===== config.mk =====
export PLATFORM = sky130hd
export DESIGN_NAME = seg_scan_ctrl
export DESIGN_NICKNAME = d
export VERILOG_FILES = /design/src/rtl/seg_pkg.sv /design/src/rtl/seg_hex_decode.sv /design/src/rtl/seg_scan_ctrl.sv
export SDC_FILE = /design/constraint.sdc
export NUM_CORES = 1
export LEC_CHECK = 0
export BUFFER_PORTS_ARGS = -buffer_cell sky130_fd_sc_hd__buf_2
export CORE_UTILIZATION = 45
export CTS_BUF_LIST = sky130_fd_sc_hd__clkbuf_8
export DETAILED_ROUTE_END_ITERATION = 8
export PLACE_DENSITY_LB_ADDON = 0.2
export RECOVER_POWER = 50
export SLEW_MARGIN = 40
export SYNTH_ARGS = -nofsm -noshare
export SYNTH_HDL_FRONTEND = slang
export SYNTH_SLANG_ARGS = --single-unit

===== constraint.sdc =====
create_clock -name clk -period 5.93 [get_ports clk]
set_input_delay 0.593 -clock clk [delete_from_list [all_inputs] [get_ports clk]]
set_output_delay 0.593 -clock clk [all_outputs]
set_load 0.1 [all_outputs]

===== src/rtl/seg_pkg.sv =====
// rtl/seg_pkg.sv - shared constants, hex glyph table and width helper for the segment scanner
package seg_pkg;

    localparam logic [7:0] SEG_OFF_AH = 8'h00;

    // Active-high gfedcba glyphs for 0..F
    localparam logic [6:0] SEG_TABLE [16] = '{
        7'h3F, 7'h06, 7'h5B, 7'h4F, 7'h66, 7'h6D, 7'h7D, 7'h07,
        7'h7F, 7'h6F, 7'h77, 7'h7C, 7'h39, 7'h5E, 7'h79, 7'h71
    };

    function automatic logic [6:0] seg_decode(input logic [3:0] nibble);
        return SEG_TABLE[nibble];
    endfunction

    function automatic int seg_idx_w(input int n);
        return (n <= 2) ? 1 : $clog2(n);
    endfunction

endpackage


===== src/rtl/seg_hex_decode.sv =====
// rtl/seg_hex_decode.sv - combinational nibble + decimal point to active-high {dp,gfedcba}
module seg_hex_decode
    import seg_pkg::*;
(
    input  logic [3:0] nibble,
    input  logic       dp,
    output logic [7:0] pattern
);

    assign pattern = {dp, seg_decode(nibble)};

endmodule


===== src/rtl/seg_scan_ctrl.sv =====
// rtl/seg_scan_ctrl.sv - time-multiplexed seven-segment scanner with blink and tear-free update
// Optional leading-zero suppression: SEG_LEADING_ZERO_BLANK_EN
module seg_scan_ctrl
    import seg_pkg::*;
#(
    parameter int DIGITS       = 8,
    parameter int SCAN_CYCLES  = 50000,
    parameter int BLANK_CYCLES = 500,
    parameter int FLASH_FRAMES = 64,
    parameter int ACTIVE_LOW   = 1
) (
    input  logic                  clk,
    input  logic                  rst_n,
    input  logic [4*DIGITS-1:0]   hexs,
    input  logic [DIGITS-1:0]     points,
    input  logic [DIGITS-1:0]     les,
    input  logic                  flash_en,
    input  logic                  load,
    output logic [DIGITS-1:0]     an,
    output logic [7:0]            seg,
    output logic                  frame_done
);

    localparam int IW = seg_idx_w(DIGITS);
    localparam int CW = seg_idx_w(SCAN_CYCLES);
    localparam int FW = seg_idx_w(FLASH_FRAMES);
    localparam logic [CW-1:0]     SLOT_LAST  = CW'(SCAN_CYCLES - 1);
    localparam logic [CW-1:0]     SLOT_BLANK = CW'(BLANK_CYCLES);
    localparam logic [IW-1:0]     IDX_LAST   = IW'(DIGITS - 1);
    localparam logic [FW-1:0]     FRAME_LAST = FW'(FLASH_FRAMES - 1);
    localparam logic [DIGITS-1:0] AN_OFF     = (ACTIVE_LOW != 0) ? {DIGITS{1'b1}} : {DIGITS{1'b0}};
    localparam logic [7:0]        SEG_OFF    = (ACTIVE_LOW != 0) ? ~SEG_OFF_AH : SEG_OFF_AH;

    logic [CW-1:0]       slot_q, slot_d;
    logic [IW-1:0]       idx_q, idx_d;
    logic [FW-1:0]       frame_q, frame_d;
    logic                phase_q, phase_d;
    logic                pending_q, pending_d;
    logic [4*DIGITS-1:0] sh_hex_q, sh_hex_d, act_hex_q, act_hex_d;
    logic [DIGITS-1:0]   sh_pts_q, sh_pts_d, act_pts_q, act_pts_d;
    logic [DIGITS-1:0]   sh_les_q, sh_les_d, act_les_q, act_les_d;
    logic [DIGITS-1:0]   an_q, an_d;
    logic [7:0]          seg_q, seg_d;
    logic                frame_done_q, frame_done_d;

    logic                tick, boundary, update;
    logic [4*DIGITS-1:0] new_hex;
    logic [3:0]          cur_nib;
    logic                cur_dp;
    logic [7:0]          dec_ah, pat_ah;

    assign tick     = (slot_q == SLOT_LAST);
    assign boundary = tick && (idx_q == IDX_LAST);
    assign update   = boundary && (pending_q || load);
    assign new_hex  = load ? hexs : sh_hex_q;
    assign cur_nib  = act_hex_q[{idx_q, 2'b00} +: 4];
    assign cur_dp   = act_pts_q[idx_q];

    seg_hex_decode u_dec (
        .nibble  (cur_nib),
        .dp      (cur_dp),
        .pattern (dec_ah)
    );

`ifdef SEG_LEADING_ZERO_BLANK_EN
    logic [DIGITS-1:0] sup_q, sup_d;
    logic              zero_run;

    // A digit is suppressed while every nibble from it upward is zero; digit 0 always shows
    always_comb begin
        sup_d    = sup_q;
        zero_run = 1'b1;
        if (update) begin
            sup_d = '0;
            for (int i = DIGITS - 1; i > 0; i--) begin
                zero_run = zero_run && (new_hex[4*i +: 4] == 4'h0);
                sup_d[i] = zero_run;
            end
        end
    end

    always_ff @(posedge clk or negedge rst_n) begin
        if (!rst_n) sup_q <= ~DIGITS'(1);
        else        sup_q <= sup_d;
    end

    assign pat_ah = sup_q[idx_q] ? {cur_dp, 7'h00} : dec_ah;
`else
    assign pat_ah = dec_ah;
`endif

    always_comb begin
        slot_d    = slot_q + CW'(1);
        idx_d     = idx_q;
        frame_d   = frame_q;
        phase_d   = phase_q;
        pending_d = pending_q;
        sh_hex_d  = sh_hex_q;
        sh_pts_d  = sh_pts_q;
        sh_les_d  = sh_les_q;
        act_hex_d = act_hex_q;
        act_pts_d = act_pts_q;
        act_les_d = act_les_q;

        if (tick) begin
            slot_d = '0;
            idx_d  = (idx_q == IDX_LAST) ? '0 : idx_q + IW'(1);
        end
        if (load) begin
            sh_hex_d  = hexs;
            sh_pts_d  = points;
            sh_les_d  = les;
            pending_d = 1'b1;
        end
        if (boundary) begin
            pending_d = 1'b0;
            if (update) begin
                act_hex_d = new_hex;
                act_pts_d = load ? points : sh_pts_q;
                act_les_d = load ? les    : sh_les_q;
            end
            // Frame counter keeps running; the phase only advances while blinking is enabled
            if (frame_q == FRAME_LAST) begin
                frame_d = '0;
                if (flash_en) phase_d = ~phase_q;
            end else begin
                frame_d = frame_q + FW'(1);
            end
        end
    end

    logic [DIGITS-1:0] one_hot, an_ah;
    logic [7:0]        seg_ah;

    always_comb begin
        one_hot        = '0;
        one_hot[idx_q] = 1'b1;
        an_ah          = (slot_q < SLOT_BLANK) ? '0 : one_hot;
        seg_ah         = (act_les_q[idx_q] && flash_en && phase_q) ? SEG_OFF_AH : pat_ah;
        an_d           = (ACTIVE_LOW != 0) ? ~an_ah : an_ah;
        seg_d          = (ACTIVE_LOW != 0) ? ~seg_ah : seg_ah;
        frame_done_d   = boundary;
    end

    always_ff @(posedge clk or negedge rst_n) begin
        if (!rst_n) begin
            slot_q       <= '0;
            idx_q        <= '0;
            frame_q      <= '0;
            phase_q      <= 1'b0;
            pending_q    <= 1'b0;
            sh_hex_q     <= '0;
            sh_pts_q     <= '0;
            sh_les_q     <= '0;
            act_hex_q    <= '0;
            act_pts_q    <= '0;
            act_les_q    <= '0;
            an_q         <= AN_OFF;
            seg_q        <= SEG_OFF;
            frame_done_q <= 1'b0;
        end else begin
            slot_q       <= slot_d;
            idx_q        <= idx_d;
            frame_q      <= frame_d;
            phase_q      <= phase_d;
            pending_q    <= pending_d;
            sh_hex_q     <= sh_hex_d;
            sh_pts_q     <= sh_pts_d;
            sh_les_q     <= sh_les_d;
            act_hex_q    <= act_hex_d;
            act_pts_q    <= act_pts_d;
            act_les_q    <= act_les_d;
            an_q         <= an_d;
            seg_q        <= seg_d;
            frame_done_q <= frame_done_d;
        end
    end

    assign an         = an_q;
    assign seg        = seg_q;
    assign frame_done = frame_done_q;

endmodule


# Word level (Yosys, flattened, before mapping)
# Memories as Yosys holds them, arrays and structs flattened.
# Index checks and enable logic that the tools add are counted.
dict set report totals {
  rom_bits 112
  mem_count 1
  output_inout_bits 17
  ff_bits 140
  elab_cells 57
  input_bits 52
}
dict set report op_classes {
  n_lt_le_gt_ge 4
  bitwise_logic 4
  shifts 1
  eq_ne 3
  n_reduce_logical 9
  n_addsub 3
  muxes 18
}
# memory words word_bits rd rd_clocked_by_memory_dff write_ports line_no
set mem_list {}
lappend mem_list {{(name not given)} 16 7 1 0 0 seg_pkg.sv:13} ;# return SEG_TABLE[nibble];
# operator count
set op_table {}
lappend op_table {{$mux 32} 1}
lappend op_table {{$mux 8} 4}
lappend op_table {{$shiftx 32x6->4} 1}
lappend op_table {{$add 16x1->16 const B} 1}
lappend op_table {{$eq 16x16->1 const B} 1}
lappend op_table {{$lt 16x9->1 const B} 1}
lappend op_table {{$mux 16} 1}
lappend op_table {{$not 8->8} 2}
lappend op_table {{$mux 7} 2}
lappend op_table {{$add 6x1->6 const B} 1}
lappend op_table {{$bmux 1 s3} 2}
lappend op_table {{$eq 6x6->1 const B} 1}
lappend op_table {{$mux 6} 1}
lappend op_table {{$ge 5x5->1 const B} 1}
lappend op_table {{$logic_and 1x1->1} 5}
lappend op_table {{$mux 1} 5}
lappend op_table {{$not 4->5} 1}
lappend op_table {{$lt 3x4->1 const B} 1}
lappend op_table {{$add 3x1->3 const B} 1}
lappend op_table {{$demux 1 s3} 1}
lappend op_table {{$eq 3x3->1 const B} 1}
lappend op_table {{$ge 3x1->1 const B} 1}
lappend op_table {{$mux 3} 1}
lappend op_table {{$reduce_and 3->1} 1}
lappend op_table {{4 further kinds} 4}

# Logic depth before layout (Yosys ltp)
dict set report logic_depth {
  depth_word 7
  mapped_depth 11
}

# Modules after synthesis
# A second synthesis with hierarchy kept.
dict set report hier_totals {
  cells_unflattened 439
  area_unflattened_um2 6105.9
}
# mod cells_per_inst seq_area_each_um2 n_inst area_per_inst_um2
set by_module_without_submodules {}
lappend by_module_without_submodules {seg_scan_ctrl 405 3523.4 1 5810.6}
lappend by_module_without_submodules {seg_hex_decode 34 0.0 1 295.3}

# Worst setup path after synthesis
# OpenSTA, ideal clock, no wires.
dict set report synth_path {
  path_kind {reg2reg}
  start {reg idx_q[0]}
  end {reg seg_q[3], in the netlist seg[3]}
  stages_incl_launch_ff 11
  synth_period_minus_slack_ns 2.439
  setup_ns 0.108
  arrival_ns 2.332
  slack_ns 3.491
  path_buffers 2
  cell_sequence {dfrtp_1 > buf_2 > clkbuf_1 > mux4_2 > mux2i_1 > inv_1 > ha_1 > inv_1 > mux2i_1 > nand2_1 > o211ai_1}
}
dict set report synth_via {
  elab_chain_len 7
  elab_cells_between_ends 11
  classes_between {1 x shift; 5 x mux; 2 x bitwise; 2 x reduce/logical; 1 x memory}
}
# item line_no
set synth_rtl {}
lappend synth_rtl {{from (decl)} seg_scan_ctrl.sv:35} ;# logic [IW-1:0] idx_q, idx_d;
lappend synth_rtl {{from (signal assigned)} seg_scan_ctrl.sv:163} ;# idx_q <= idx_d;
lappend synth_rtl {{$shiftx 32x6->4} seg_scan_ctrl.sv:56} ;# assign cur_nib = act_hex_q[{idx_q, 2'b00} +: 4];
lappend synth_rtl {{$not 4->5 (not written as such)} seg_pkg.sv:13}
lappend synth_rtl {{$mem_v2 16x7} -}
lappend synth_rtl {{$mux 7 (not written as such) (2 in series)} seg_pkg.sv:13}
lappend synth_rtl {{$mux 8 *} seg_scan_ctrl.sv:139} ;# seg_ah = (act_les_q[idx_q] && flash_en && phase_q) ? SEG_OFF_AH : pat_ah;
lappend synth_rtl {{$not 8->8 *} seg_scan_ctrl.sv:141} ;# seg_d = (ACTIVE_LOW != 0) ? ~seg_ah : seg_ah;
lappend synth_rtl {{via seg_d[3]} seg_scan_ctrl.sv:43} ;# logic [7:0] seg_q, seg_d;
lappend synth_rtl {{to (signal assigned)} seg_scan_ctrl.sv:174} ;# seg_q <= seg_d;
lappend synth_rtl {{to (decl)} seg_scan_ctrl.sv:43}
# Mark *: on every way through the listed nets, which the timed path passes. The rest lies on a longest branch. The select of a mux whose other input is x is not followed.
# A chain may end at the register's enable or synchronous reset.

# Worst setup path after layout
dict set report layout_path {
  start {in load}
  end {reg act_hex_q[10]}
}
dict set report layout_via {
  elab_chain_len 3
  elab_cells_between_ends 4
  classes_between {1 x mux; 3 x reduce/logical}
}
# item line_no
set layout_rtl {}
lappend layout_rtl {{from (decl)} seg_scan_ctrl.sv:18} ;# input logic load,
lappend layout_rtl {{$logic_or 1x1->1} seg_scan_ctrl.sv:54} ;# assign update = boundary && (pending_q || load);
lappend layout_rtl {{$logic_and 1x1->1} seg_scan_ctrl.sv:54}
lappend layout_rtl {{$reduce_and 2->1 (no source line)} -}
lappend layout_rtl {{to (signal assigned)} seg_scan_ctrl.sv:170} ;# act_hex_q <= act_hex_d;
lappend layout_rtl {{to (decl)} seg_scan_ctrl.sv:39} ;# logic [4*DIGITS-1:0] sh_hex_q, sh_hex_d, act_hex_q, act_hex_d;
# Several ways; a longest one is shown, not always the timed one.

==> summary.md <==
| Metric | Value |
|---|---|
| Vias in the first global route | 3787 |
| H-tree levels | 4 |
| Max Fclk | 239 MHz |
| Worst Path Required | 6.26 ns |
| First-pass GRT wire length | 19200 um |
| CP arrival | 4.50 ns |
| DR DRC count | 0 |
| Num CTS Buffers | 17 |
| Main combinational cell family by area after synthesis | multiplexers |
| Lkg Pwr | 3.22 nW |
| Die area | 14100 um2 |
| Worst slew margin | -114% |
| Area grow syn2layout | 15.6% |
| Synth Area in Compound Gates | 4.27% |
| Post-CTS Resized | 0 |
| CP Launch Type | input port |
| Fin. max-slew vios | 114 |
| Mux share of post-synthesis cell area | 24.2% |
| Post-synth EDFFs | 0 |
| Die Y | 119 um |
| Final TNS setup | 0 ns |
| Most frequent cells in the layout | dfrtp_1 (122), buf_2 (67), mux2_2 (44), mux2_1 (40), nand2_1 (21) |
| Clock transition at path regs | 0.07 ns |
| Gate Count Post-Synth | 434 |
| Hold Path Class | input port to flip-flop |
| Root buf cell | clkbuf_8 |
| Post-Syn Area | 6120 um2 |
| Post-CTS setup buffers | 0 |
| Detail Placement HPWL | 7480 um |
| Inserted Diodes | 0 |
| Detail Route Antenna Nets | 0 |
| Unrepaired setup endpoints after global routing | no |
| Hold path startpoint | hexs[1] |
| # clock sinks | 140 |
| CP max FO | 49 |
| Drt wl/cell | 16.0 um |
| Final instance count without filler cells | 697 |
| Routed vias | 3622 |
| Total GRT Usage | 17.8% |
| TritonCTS clock tree | done |
| Synth Area in Adders | 2.04% |
| Ys flop type | dfrtp_1 |
| Post-layout net count | 570 |
| Clock buffer depth | 2 |
| Period utilization | 70.4% |
| Min Clock Period, post-route | 4.18 ns |
| Final hold slack | 0.388 ns |
| Max rail drop VDD | 119 uV |
| Initial Util | 46.2% |
| Drt pass-1 iters | 6 |
| Yosys warnings | 0 |
| Top-Level Pins | 69 |
| Post-synth cell types | 49 |
| Largest net degree at the start of global routing | 79 |
| Power density cells | 285 nW/um2 |
| Worst Tran Pin Value | 3.22 ns |
| Final weighted congestion in routability-driven placement | 0.752 |
| Iter 0 DRT Violations | 193 |
| Clk_lat worst skew | 0.44 ns |
| Horiz. Die Dim | 119 um |
| Critical path class | input port to flip-flop |
| Hold EP | sh_hex_q[1] |
| Max Cap Viol | 2 |
| Gr ovfl total | 0 |
| Row cnt | 42 |
| Post-Synth Simple-Gate Area | 7.56% |
| XOR/XNOR Fraction of Synth Area | 2.00% |
| R2R depth | 8 |
| # port buffers | 68 |
| Ratio of cells with drive above 1 in the final layout | 37.4% |
| Status | finished, violations left |
| Final WL | 11200 um |
| Filler cell count | 1153 |
| Worst hold path stage count | 2 |
| Ys async rst share | 100% |
| FF+latch count, synth | 140 |
| Placed Cells | 665 |
| Worst r2r src | idx_q[1] |
| Post-CTS Hold Buffers | 0 |
| Setup-failing EPs final | 0 |
| Synthesized Nets | 496 |
| Clock skew | 0.00785 ns |
| Vias per cell | 5.20 |
| Endpoints failing hold | 0 |
| FF-to-FF End | act_hex_q[10] |
| Mean Syn Cell Area | 14.1 um2 |
| Initial antenna violation count | 0 |
| Most common cell after layout, fill and taps aside | dfrtp_1 |
| Failing checks | max-capacitance violations, max-slew violations |
| CP endpoint kind | flip-flop |
| Core area | 13200 um2 |
| Seq/Total Area, Yosys | 57.6% |
| R2R Setup Slk | 2.84 ns |
==> cells in the mapped netlist (all sizes together) (3+ instances only) <==
library cell	instances	area share [%]
a21oi	8	0.65
and3	3	0.31
and3b	3	0.43
buf	13	1.6
clkbuf	6	0.37
dfrtp	124	51
dfstp	16	6.9
ha	10	2.0
inv	7	0.43
mux2	104	20
mux2i	12	2.0
mux4	5	1.8
nand2	21	1.3
nand3	11	0.90
nand4	7	0.72
nor2	16	1.1
nor2b	4	0.41
nor3	5	0.41
nor3b	3	0.37
nor4	3	0.55
o211ai	3	0.37
o21ai	9	0.74
o221ai	4	0.57
o31ai	4	0.49
xnor2	7	1.0
xor2	7	1.0
==> power by group <==
group	internal [mW]	switching (mW)	leakage (nW)	total, mW
combinational	0.0600	0.0920	1.25	0.152
clock	0.488	0.354	0.222	0.842
sequential	1.01	0.0144	1.74	1.02
total	1.55	0.460	3.22	2.01
==> worst max-delay path: stages <==
cell      delay, ns
buf_2          0.07
clkbuf_1       2.03
nor2_1         0.40
nor2_4         0.62
buf_4          0.39
mux2_2         0.37
==> kinds of logic after synthesis <==
family | count (synthesis)
XOR/XNOR | 14
buffers and inverters | 26
flip-flops | 140
adder cells (fa/ha/maj) | 10
AND/OR/NAND/NOR | 84
AO/OA/AOI/OAI | 39
multiplexers | 121
==> worst max-delay path by stage <==
stage / from / to / slack (ns) / cells past startpoint
final: load / act_hex_q[10] / 1.75 / 6
after global routing: load / act_hex_q[10] / 1.36 / 6
after CTS: idx_q[1] / act_hex_q[8] / 2.51 / 8
after detailed placement: idx_q[1] / act_hex_q[8] / 2.51 / 8
after global placement: idx_q[1] / act_hex_q[10] / 2.26 / 8
after floorplan: idx_q[0] / seg[3] / 3.49 / 10
==> stage by stage <==
stage	utilization (%)	worst slack [ns]	area (um2)	total power, mW
3_3_place_gp	49.9	2.26	6610	1.19
3_5_place_dp	50.2	2.51	6640	1.20
2_1_floorplan	-	3.49	6120	1.14
6_report	53.4	1.75	7080	2.01
5_1_grt	53.4	1.36	7080	2.10
4_1_cts	53.5	2.51	7090	2.05
==> cell type report <==
class	instances	area [um2]	share of cell area [%]
flip-flops and latches	140	3530	49.8
multi-input cells	268	2460	34.7
repair buffers	74	404	5.71
clock buffers	20	275	3.89
well taps	176	220	3.11
clock inverters	12	168	2.37
inverters	7	26.3	0.371
==> flip-flops by register name, summed over array words and instances, names as in the netlist <==
register / flops
act_hex_q: 32
act_les_q: 8
act_pts_q: 8
an: 8
frame_done: 1
frame_q: 6
idx_q: 3
pending_q: 1
phase_q: 1
seg: 8
sh_hex_q: 32
sh_les_q: 8
sh_pts_q: 8
slot_q: 16
==> layer usage <==
metal	wire length, um	GRT usage (%)	vias to the layer above
met5	0	0	-
met4	169	6.96	0
met3	461	5.74	15
met2	5170	26.8	79
met1	5360	23.8	1816
li1	-	-	1712
Note: power is estimated with default switching activity, not from simulation.
